[config.mk]
export PLATFORM = sky130hd
export DESIGN_NAME = uart_tx_controller
export DESIGN_NICKNAME = d
export VERILOG_FILES = /design/src/rtl/uart_pkg.sv /design/src/rtl/uart_tx_bit_timer.sv /design/src/rtl/uart_tx_controller.sv
export SDC_FILE = /design/constraint.sdc
export NUM_CORES = 1
export LEC_CHECK = 0
export CAP_MARGIN = 20
export CELL_PAD_IN_SITES_DETAIL_PLACEMENT = 0
export CELL_PAD_IN_SITES_GLOBAL_PLACEMENT = 2
export CORE_AREA = 2 2 46 91
export DETAILED_ROUTE_END_ITERATION = 7
export DIE_AREA = 0 0 48 93
export GPL_TIMING_DRIVEN = 0
export PLACE_DENSITY = 0.83
export SYNTH_ARGS = -nofsm -noshare
export SYNTH_HDL_FRONTEND = slang
export SYNTH_SLANG_ARGS = --single-unit
[constraint.sdc]
create_clock -name clk -period 3.13 [get_ports clk]
set_input_delay 0.626 -clock clk [delete_from_list [all_inputs] [get_ports clk]]
set_output_delay 0.626 -clock clk [all_outputs]
set_load 0.05 [all_outputs]
[src/rtl/uart_pkg.sv]
// Shared UART definitions: frame state encoding, data width, idle line level
// and the parity helper used by the TX and RX controllers.
package uart_pkg;

    localparam int UART_DATA_W = 8;
    localparam logic UART_LINE_IDLE = 1'b1;

    typedef enum logic [2:0] {
        UART_ST_IDLE   = 3'd0,
        UART_ST_START  = 3'd1,
        UART_ST_DATA   = 3'd2,
        UART_ST_PARITY = 3'd3,
        UART_ST_STOP   = 3'd4
    } uart_state_t;

    // Even parity is the XOR of all data bits; odd parity is its complement.
    function automatic logic uart_parity(input logic [UART_DATA_W-1:0] data, input logic odd);
        return (^data) ^ odd;
    endfunction

endpackage

[src/rtl/uart_tx_bit_timer.sv]
// Bit-period timer for the UART transmitter: counts oversample ticks and
// strobes bit_end on the last tick of every bit period.
module uart_tx_bit_timer #(
    parameter int OVERSAMPLE = 16
) (
    input  logic clk,
    input  logic reset_n,
    input  logic tick,
    input  logic clear,
    output logic bit_end
);

    localparam int CNT_W = (OVERSAMPLE > 1) ? $clog2(OVERSAMPLE) : 1;
    localparam logic [CNT_W-1:0] CNT_LAST = CNT_W'(OVERSAMPLE - 1);

    logic [CNT_W-1:0] cnt;

    always_ff @(posedge clk or negedge reset_n) begin
        if (!reset_n) begin
            cnt <= '0;
        end else if (clear) begin
            cnt <= '0;
        end else if (tick) begin
            cnt <= (cnt == CNT_LAST) ? '0 : cnt + CNT_W'(1);
        end
    end

    assign bit_end = tick && !clear && (cnt == CNT_LAST);

endmodule

[src/rtl/uart_tx_controller.sv]
// UART transmitter: one-entry holding register behind a valid/ready handshake,
// 8N1 serialiser; optional parity bit when UART_TX_PARITY_EN is defined.
module uart_tx_controller
    import uart_pkg::*;
#(
    parameter int TX_OVERSAMPLE = 16,
    parameter int STOP_BITS     = 1,
    parameter int PARITY_ODD    = 0
) (
    input  logic                   clk,
    input  logic                   reset_n,
    input  logic                   i_Tick,
    input  logic                   i_Tx_Valid,
    input  logic [UART_DATA_W-1:0] i_Tx_Byte,
    output logic                   o_Tx_Ready,
    output logic                   o_Tx_Serial,
    output logic                   o_Tx_Active,
    output logic                   o_Tx_Done
);

    generate
        if (TX_OVERSAMPLE < 2) begin : g_bad_oversample
            $error("uart_tx_controller: TX_OVERSAMPLE must be >= 2");
        end
        if (STOP_BITS != 1 && STOP_BITS != 2) begin : g_bad_stop_bits
            $error("uart_tx_controller: STOP_BITS must be 1 or 2");
        end
        if (PARITY_ODD != 0 && PARITY_ODD != 1) begin : g_bad_parity_odd
            $error("uart_tx_controller: PARITY_ODD must be 0 or 1");
        end
    endgenerate

    localparam logic STOP_LAST = 1'(STOP_BITS - 1);

    uart_state_t            state, state_next;
    logic [UART_DATA_W-1:0] shift, shift_next;
    logic [2:0]             bit_idx, bit_idx_next;
    logic                   stop_idx, stop_idx_next;
    logic                   line, line_next;
    logic                   active, active_next;
    logic                   done, done_next;
    logic [UART_DATA_W-1:0] hold_data, hold_data_next;
    logic                   hold_full, hold_full_next;
    logic                   load;
    logic                   bit_end;
`ifdef UART_TX_PARITY_EN
    logic                   parity_bit, parity_bit_next;
`endif

    uart_tx_bit_timer #(
        .OVERSAMPLE(TX_OVERSAMPLE)
    ) u_bit_timer (
        .clk    (clk),
        .reset_n(reset_n),
        .tick   (i_Tick),
        .clear  (state == UART_ST_IDLE),
        .bit_end(bit_end)
    );

    always_ff @(posedge clk or negedge reset_n) begin
        if (!reset_n) begin
            state      <= UART_ST_IDLE;
            shift      <= '0;
            bit_idx    <= '0;
            stop_idx   <= 1'b0;
            line       <= UART_LINE_IDLE;
            active     <= 1'b0;
            done       <= 1'b0;
            hold_data  <= '0;
            hold_full  <= 1'b0;
`ifdef UART_TX_PARITY_EN
            parity_bit <= 1'b0;
`endif
        end else begin
            state      <= state_next;
            shift      <= shift_next;
            bit_idx    <= bit_idx_next;
            stop_idx   <= stop_idx_next;
            line       <= line_next;
            active     <= active_next;
            done       <= done_next;
            hold_data  <= hold_data_next;
            hold_full  <= hold_full_next;
`ifdef UART_TX_PARITY_EN
            parity_bit <= parity_bit_next;
`endif
        end
    end

    always_comb begin
        state_next      = state;
        shift_next      = shift;
        bit_idx_next    = bit_idx;
        stop_idx_next   = stop_idx;
        line_next       = line;
        active_next     = active;
        done_next       = 1'b0;
        hold_data_next  = hold_data;
        hold_full_next  = hold_full;
        load            = 1'b0;
`ifdef UART_TX_PARITY_EN
        parity_bit_next = parity_bit;
`endif

        case (state)
            UART_ST_IDLE: begin
                if (i_Tick && hold_full) begin
                    load = 1'b1;
                end
            end
            UART_ST_START: begin
                if (bit_end) begin
                    state_next   = UART_ST_DATA;
                    line_next    = shift[0];
                    shift_next   = shift >> 1;
                    bit_idx_next = '0;
                end
            end
            UART_ST_DATA: begin
                if (bit_end) begin
                    if (bit_idx == 3'd7) begin
`ifdef UART_TX_PARITY_EN
                        state_next    = UART_ST_PARITY;
                        line_next     = parity_bit;
`else
                        state_next    = UART_ST_STOP;
                        line_next     = UART_LINE_IDLE;
                        stop_idx_next = 1'b0;
`endif
                    end else begin
                        bit_idx_next = bit_idx + 3'd1;
                        line_next    = shift[0];
                        shift_next   = shift >> 1;
                    end
                end
            end
`ifdef UART_TX_PARITY_EN
            UART_ST_PARITY: begin
                if (bit_end) begin
                    state_next    = UART_ST_STOP;
                    line_next     = UART_LINE_IDLE;
                    stop_idx_next = 1'b0;
                end
            end
`endif
            UART_ST_STOP: begin
                if (bit_end) begin
                    if (stop_idx == STOP_LAST) begin
                        done_next = 1'b1;
                        // A waiting byte starts its frame on this same tick, with no idle gap.
                        if (hold_full) begin
                            load = 1'b1;
                        end else begin
                            state_next  = UART_ST_IDLE;
                            active_next = 1'b0;
                        end
                    end else begin
                        stop_idx_next = stop_idx + 1'b1;
                    end
                end
            end
            default: begin
                state_next  = UART_ST_IDLE;
                line_next   = UART_LINE_IDLE;
                active_next = 1'b0;
            end
        endcase

        if (load) begin
            state_next      = UART_ST_START;
            shift_next      = hold_data;
            line_next       = 1'b0;
            active_next     = 1'b1;
            hold_full_next  = 1'b0;
`ifdef UART_TX_PARITY_EN
            parity_bit_next = uart_parity(hold_data, PARITY_ODD != 0);
`endif
        end

        // Accept and drain are mutually exclusive: accept needs the register empty.
        if (i_Tx_Valid && !hold_full) begin
            hold_full_next = 1'b1;
            hold_data_next = i_Tx_Byte;
        end
    end

    assign o_Tx_Ready  = !hold_full;
    assign o_Tx_Serial = line;
    assign o_Tx_Active = active;
    assign o_Tx_Done   = done;

endmodule
==> results of run 1 <==
-- per-stage QoR --
step	std cells	util, %
final	200	45.89
after global routing	200	45.89
after CTS	200	45.89
after detailed placement	192	43.72
after global placement	191	42.99
after floorplan	126	-
-- synth_stat cells (all sizes together) --
| cell | count | area (sq um) |
|---|---|---|
| or3 | 2 | 12.51 |
| a2bb2oi | 6 | 52.55 |
| o21ai | 3 | 18.77 |
| buf | 6 | 48.79 |
| ha | 3 | 37.54 |
| inv | 8 | 30.03 |
| dfstp | 1 | 26.28 |
| nor3 | 2 | 10.01 |
| and4 | 1 | 11.26 |
| clkbuf | 1 | 3.750 |
| o221ai | 1 | 8.760 |
| nand2 | 9 | 33.78 |
| nor2 | 8 | 30.03 |
| mux2i | 4 | 40.04 |
| and3 | 3 | 18.77 |
| a41oi | 1 | 8.760 |
| a21oi | 4 | 20.02 |
| a21boi | 1 | 18.77 |
| nor2b | 3 | 18.77 |
| xnor2 | 1 | 8.760 |
| o22ai | 8 | 50.05 |
| o2bb2a | 1 | 20.02 |
| xor2 | 1 | 8.760 |
| nor3b | 2 | 20.02 |
| o211ai | 1 | 7.510 |
| nand3 | 4 | 20.02 |
| dfrtp | 29 | 725.7 |
| mux2 | 8 | 90.09 |
| a21o | 1 | 7.510 |
| o2111ai | 2 | 17.52 |
| nand4 | 1 | 6.260 |
-- flip-flops by register name, indices dropped and copies added, names as in the netlist --
signal           cells
bit_idx              3
hold_data            8
hold_full            1
o_Tx_Active          1
o_Tx_Done            1
o_Tx_Serial          1
shift                8
state                3
u_bit_timer.cnt      4
-- power by group through the flow --
stage	registers (W)	clock network (W)	logic, W
floorplan	0.000678	0	0.000475
global placement	0.000667	0	0.000630
detailed placement	0.000675	0	0.000652
CTS	0.000669	0.000305	0.000653
global route	0.000692	0.000322	0.000719
finish	0.000668	0.000290	0.000641
-- worst register-to-register path, stage by stage, from the launching register on --
cell and delay, ns:
dfrtp_1 0.39, ha_1 0.21, ha_1 0.21, nor3b_1 0.26
o21ai_2 0.21, nor3b_2 0.38, mux2_2 0.38
-- area by class of cell --
| class | count | area share, % |
|---|---|---|
| inverter | 8 | 1.720 |
| timing repair buffer | 15 | 9.606 |
| sequential | 30 | 43.08 |
| multi-input combinational | 81 | 34.19 |
| buffer | 7 | 3.011 |
| clock buffer | 6 | 4.158 |
| clock inverter | 2 | 0.5735 |
| tap | 51 | 3.656 |
-- per-layer routing --
layer	track usage (%)	vias up	part of all wire, %
li1	-	495	-
met1	16.67	499	38
met2	26.00	17	57
met3	4.247	7	2.8
met4	6.757	0	2.3
met5	0	-	0
-- logic make-up after synthesis --
kind of cell / synth area share [%]
adder cells (fa/ha/maj): 2.623
AO/OA/AOI/OAI: 16.09
buffers and inverters: 5.769
AND/OR/NAND/NOR: 12.68
flip-flops: 52.54
XOR/XNOR: 1.224
multiplexers: 9.091
-- path summary, 6_finish.rpt --
| check | from | endpoint | slack [ns] | depth (start not counted) |
|---|---|---|---|---|
| max | o_Tx_Serial | o_Tx_Serial | 0.89 | 1 |
| min | hold_data[4] | hold_data[4] | 0.51 | 1 |
| max reg2reg | bit_idx[0] | bit_idx[0] | 0.98 | 6 |
| min reg2reg | hold_data[4] | hold_data[4] | 0.51 | 1 |
| max in group asynchronous | reset_n | o_Tx_Serial | 1.68 | 2 |
| min in group asynchronous | reset_n | u_bit_timer.cnt[3] | 0.82 | 1 |
-- cell usage in the layout (no fill, tap or decap), drive strengths merged --
master,instances
dfrtp,29
clkdlybuf4s50,14
nand2,9
inv,8
nor2,8
mux2,8
o22ai,8
clkbuf,7
buf,7
a2bb2oi,6
nand3,4
a21oi,4
mux2i,4
and3,3
nor2b,3
ha,3
o21ai,3
or3,2
o2111ai,2
nor3,2
clkinv,2
nor3b,2
and4,1
xnor2,1
o221ai,1
a21boi,1
o2bb2a,1
a41oi,1
a21o,1
xor2,1
nand4,1
o211ai,1
dfstp,1
==> run metrics, run 1 <==
H-tree levels 2; Nets 163; # DRC 0; Hold Buf Count CTS 0; Setup-failing EPs final 0; clock power share 18.1%; CTS tree built; setup TNS 0 ns; switching part of the total 35.64%; Initial Util 37.63%; crit path max fanout 3; DR vias 1,018; Period minus WS final 2.238 ns; Post-Place Cell Area 0.001663 sq mm; fill cell count 382; Flop pwr share 41.8%; die area 0.004464 sq mm; NetSw 0.0005699 W; HP Class flip-flop to flip-flop; Post-Syn Area 0.001431 sq mm; Rows 32; area grow syn2layout 21.94%; Max transition margin 45.36%; type of origin of the critical path flip-flop; initial drt markers 14; library cells used by synthesis 34; Layout Cell Area excl Fill 0.001745 sq mm; CTS Buf Count 5; number of global-route vias before repair 1,030; Root Driver clkbuf_8; aggregate routed wire length 2.751 mm; Synth Instances 126; post-CTS setup buffer count 0; GR Overflow Total 0; Syn. warnings 0; Gate power share 40.1%; Critical Path RT 2.50 ns; port bufs 14; max_cap viols 0; TritonCTS Sinks 30; initial antenna violation count 0; Hold Slack 0.5064 ns; Ports 16; sequential share of the synthesized area 52.53%; share of layout cells above drive strength 1 18.79%; Setup Crit Path Kind flip-flop to primary output; worst-margin pin slew 0.8171 ns; die height 93 um; post-DR vias/cell 5.090; die width 48 um; FF/Latch Area 752.0 sq um; Clock Latency Late Sink 0.28 ns; Slowest-stage cell, CP clkdlybuf4s50_1; buffer depth of the longest clock path 2; Leak 0.7531 nW; RSZ-0062 raised after global routing no; Int Power 0.001029 W; Final WS setup 0.8916 ns; Multi-input gate area 596.8 sq um; Post-DRT Antenna Nets 0; RD Place Congestion 0.7570; first-pass GRT wire length 4.809 mm; status completed; Fmax achieved 446.7 MHz; DP HPWL 2.107 mm; drt first pass iters 4; synthesized flop and latch total 30; syn nets 141; Post-CTS Resized 0; core area 0.003804 sq mm; Max Clock Skew 0.006522 ns; CTS clk-pin slew, worst paths 0.06 ns; Slew Viols, Final 0; Avg Inst Size Synth 11.36 sq um; Place WS 0.9795 ns; Buf/Inv on CP 1; crit-path cells clkdlybuf4s50_1; Fin. Hold Viols 0; PD cells 916.2 mW/mm^2; diode count 0; WL/cell 13.76 um; Crit. End Element primary output; critical path arrival 1.61 ns; Worst path max stage delay 0.80 ns; largest net degree at the start of global routing 17; total track usage 15.37%; Tot Pwr 0.001599 W; final period utilization 71.52%; CP top delay family buffers and inverters; Peak supply drop 438.6 uV
Power figures use the tool's default switching activity.
==> run 2: changes to the inputs <==
- CORE_AREA: 2 2 46 91 -> 2 2 48 95
- DIE_AREA: 0 0 48 93 -> 0 0 50 97
- PLACE_DENSITY: 0.83 -> 0.77
- clock period: 3.13 -> 2.1 ns (I/O delays scaled with it)
==> run 2 against run 1 <==
Net effect: routed wire length up 2.0%; die area grew 8.6%; final area up 3.6%; critical path depth unchanged; clock skew down 0.0014 ns; largest cell class unchanged; core utilization down 1.7 points; hold slack worse by 0.065 ns; first-iteration DRC count fell by 7.1%; critical endpoint unchanged; sequential cell count stayed put.
==> run metrics, run 2 (synthesis gave the netlist of run 1 again) <==
Setup-failing EPs final 0 (unchanged); Slew Viols, Final 0 (unchanged); final period utilization 96.61%; Multi-input gate area 624.3 sq um (+4.6%); total track usage 13.79% (-1.6 points); biggest regs hold_data: 8 flops, shift: 8 flops, u_bit_timer.cnt: 4 flops; switching part of the total 34.28% (-1.4 points); Hold EP u_bit_timer.cnt[1]; crit-path cells clkdlybuf4s50_1; FF/Latch Area 752.0 sq um (unchanged); Fmax achieved 492.9 MHz; met1 GRT Util 15.78% (-0.89 points); PD cells 1404 mW/mm^2 (+53%); number of global-route vias before repair 1,087 (+5.5%); area grow syn2layout 26.31%; Post-DRT Antenna Nets 0 (unchanged); Int Power 0.001668 W (+62%); drt first pass iters 4 (unchanged); aggregate routed wire length 2.807 mm (+2.0%); Setup Crit Path Kind flip-flop to primary output; Reg-to-Reg End shift[2]; Hold Buf Count CTS 0 (unchanged); NetSw 0.0008699 W (+53%); CTS clk-pin slew, worst paths 0.06 ns (about the same); WL/cell 13.90 um (+1.0%); Leak 0.7696 nW (+2.2%); setup TNS 0 ns (unchanged); die height 97 um (+4.3%); clock power share 21.9% (+3.8 points); post-DR vias/cell 5.035 (-1.1%); initial drt markers 13 (-1); RSZ-0062 raised after global routing no; Nets 164 (+0.61%); Slowest-stage cell, CP clkdlybuf4s50_1; HP Class primary input to flip-flop; Clock Latency Late Sink 0.27 ns (about the same); max_cap viols 0 (unchanged); Crit. End Element primary output; type of origin of the critical path flip-flop; Ports 16 (unchanged); gr busiest metal met2; # DRC 0 (unchanged); Max Clock Skew 0.005157 ns (-0.001365 ns); stages on the worst setup path 1 (unchanged); Cell Count, Final, Fillers Out 202 (+1.0%); Peak supply drop 787.6 uV (+80%); first-pass GRT wire length 5.112 mm (+6.3%); DR vias 1,017 (-0.098%); Flop pwr share 39.0% (-2.8 points); commonest non-fill, non-tap cell in the layout dfrtp_1; largest net degree at the start of global routing 19 (+2); crit path max fanout 3 (unchanged); internal reg-to-reg setup slack 0.11 ns (-0.87 ns); die width 50 um (+4.2%); die area 0.004850 sq mm (+8.6%); initial antenna violation count 0 (unchanged); Gate power share 39.1% (-1.0 points); GR Overflow Total 0 (unchanged); CTS Buf Count 5 (unchanged); DP HPWL 2.118 mm (+0.50%); buffer depth of the longest clock path 2 (unchanged); Critical Path RT 1.68 ns (-0.82 ns); Root Driver clkbuf_8; Max transition margin 44.55% (-0.80 points); critical path arrival 1.61 ns (about the same); R2R Path Start u_bit_timer.cnt[0]; fill cell count 382 (unchanged); Period minus WS final 2.029 ns; Buf/Inv on CP 1 (unchanged); Worst path max stage delay 0.80 ns (about the same); commonest cells after routing, fill and taps aside 29 x dfrtp_1, 14 x clkdlybuf4s50_1, 9 x nand2_1; CP top delay family buffers and inverters; cells on worst reg2reg path 7 (+1); met2 usage 22.67% (-3.3 points); CTS tree built; worst-margin pin slew 0.8253 ns (+0.008241 ns); H-tree levels 2 (unchanged); share of layout cells above drive strength 1 22.00% (+3.2 points); diode count 0 (unchanged); status completed; Initial Util 35.02% (-2.6 points); HP Start i_Tick; port bufs 14 (unchanged); Rows 33 (+3.1%); TritonCTS Sinks 30 (unchanged); core area 0.004088 sq mm (+7.5%); M3 GR Usage 3.241% (-1.0 points); Fin. Hold Viols 0 (unchanged); cell count after placement 193 (+0.52%); hold depth 3 (+2); RD Place Congestion 0.7847 (+3.7%)
run 2: worst max path at each step:
| stage | from | end | slack (ns) |
|---|---|---|---|
| final | o_Tx_Serial | o_Tx_Serial | 0.07 |
| after global routing | u_bit_timer.cnt[0] | shift[2] | 0.002 |
| after global placement | bit_idx[0] | bit_idx[0] | 0.02 |
| after CTS | bit_idx[0] | bit_idx[0] | 0.04 |
| after floorplan | u_bit_timer.cnt[0] | shift[2] | 0.18 |
| after detailed placement | bit_idx[0] | bit_idx[0] | -0.05 |
run 2: worst reg2reg max path: stages (launching register included):
cell and delay, ns:
dfrtp_1 0.42, ha_2 0.23, and4_4 0.20, buf_6 0.13, or3_1 0.36, buf_6 0.15, a21boi_4 0.17, o2bb2a_4 0.24
run 2: stage by stage:
stage                     instance area, sq um  utilization, %  hold WS, ns  setup slack (ns)  power [W]
final                                     1808           44.23       0.4409           0.07126   0.002538
after global routing                      1808           44.23       0.4655          0.001837   0.002750
after CTS                                 1787           43.71       0.4306           0.03613   0.002550
after detailed placement                  1664           40.71       0.4977          -0.05379   0.001974
after global placement                    1637           40.04       0.4962           0.02149   0.001926
after floorplan                           1431               -       0.1244            0.1765   0.001719
run 2: metal layers:
metal / wire length [um] / vias up
li1: - / 499
met1: 1080 / 491
met2: 1546 / 20
met3: 82 / 7
met4: 98 / 0
met5: 0 / -
run 2: timing repair:
item,CTS,global route
buffers inserted,1,0
endpoints found under the setup margin,1,10
gates resized for setup,1,4
pin swaps,1,0
run 2: area by class of cell:
| type | instances | share of cell area [%] |
|---|---|---|
| plain buffers | 7 | 2.907 |
| clock buffers | 5 | 3.806 |
| clock inverters | 3 | 2.215 |
| inverters | 8 | 1.661 |
| multi-input cells | 81 | 34.53 |
| flip-flops and latches | 30 | 41.59 |
| well taps | 52 | 3.599 |
| repair buffers | 16 | 9.689 |
run 2: power groups by stage:
stage / clock [W] / combinational [W] / sequential, W
CTS: 0.000574 / 0.000989 / 0.000987
finish: 0.000556 / 0.000991 / 0.000991
floorplan: 0 / 0.000708 / 0.00101
global route: 0.000605 / 0.00111 / 0.00103
global placement: 0 / 0.000938 / 0.000988
detailed placement: 0 / 0.000978 / 0.000996
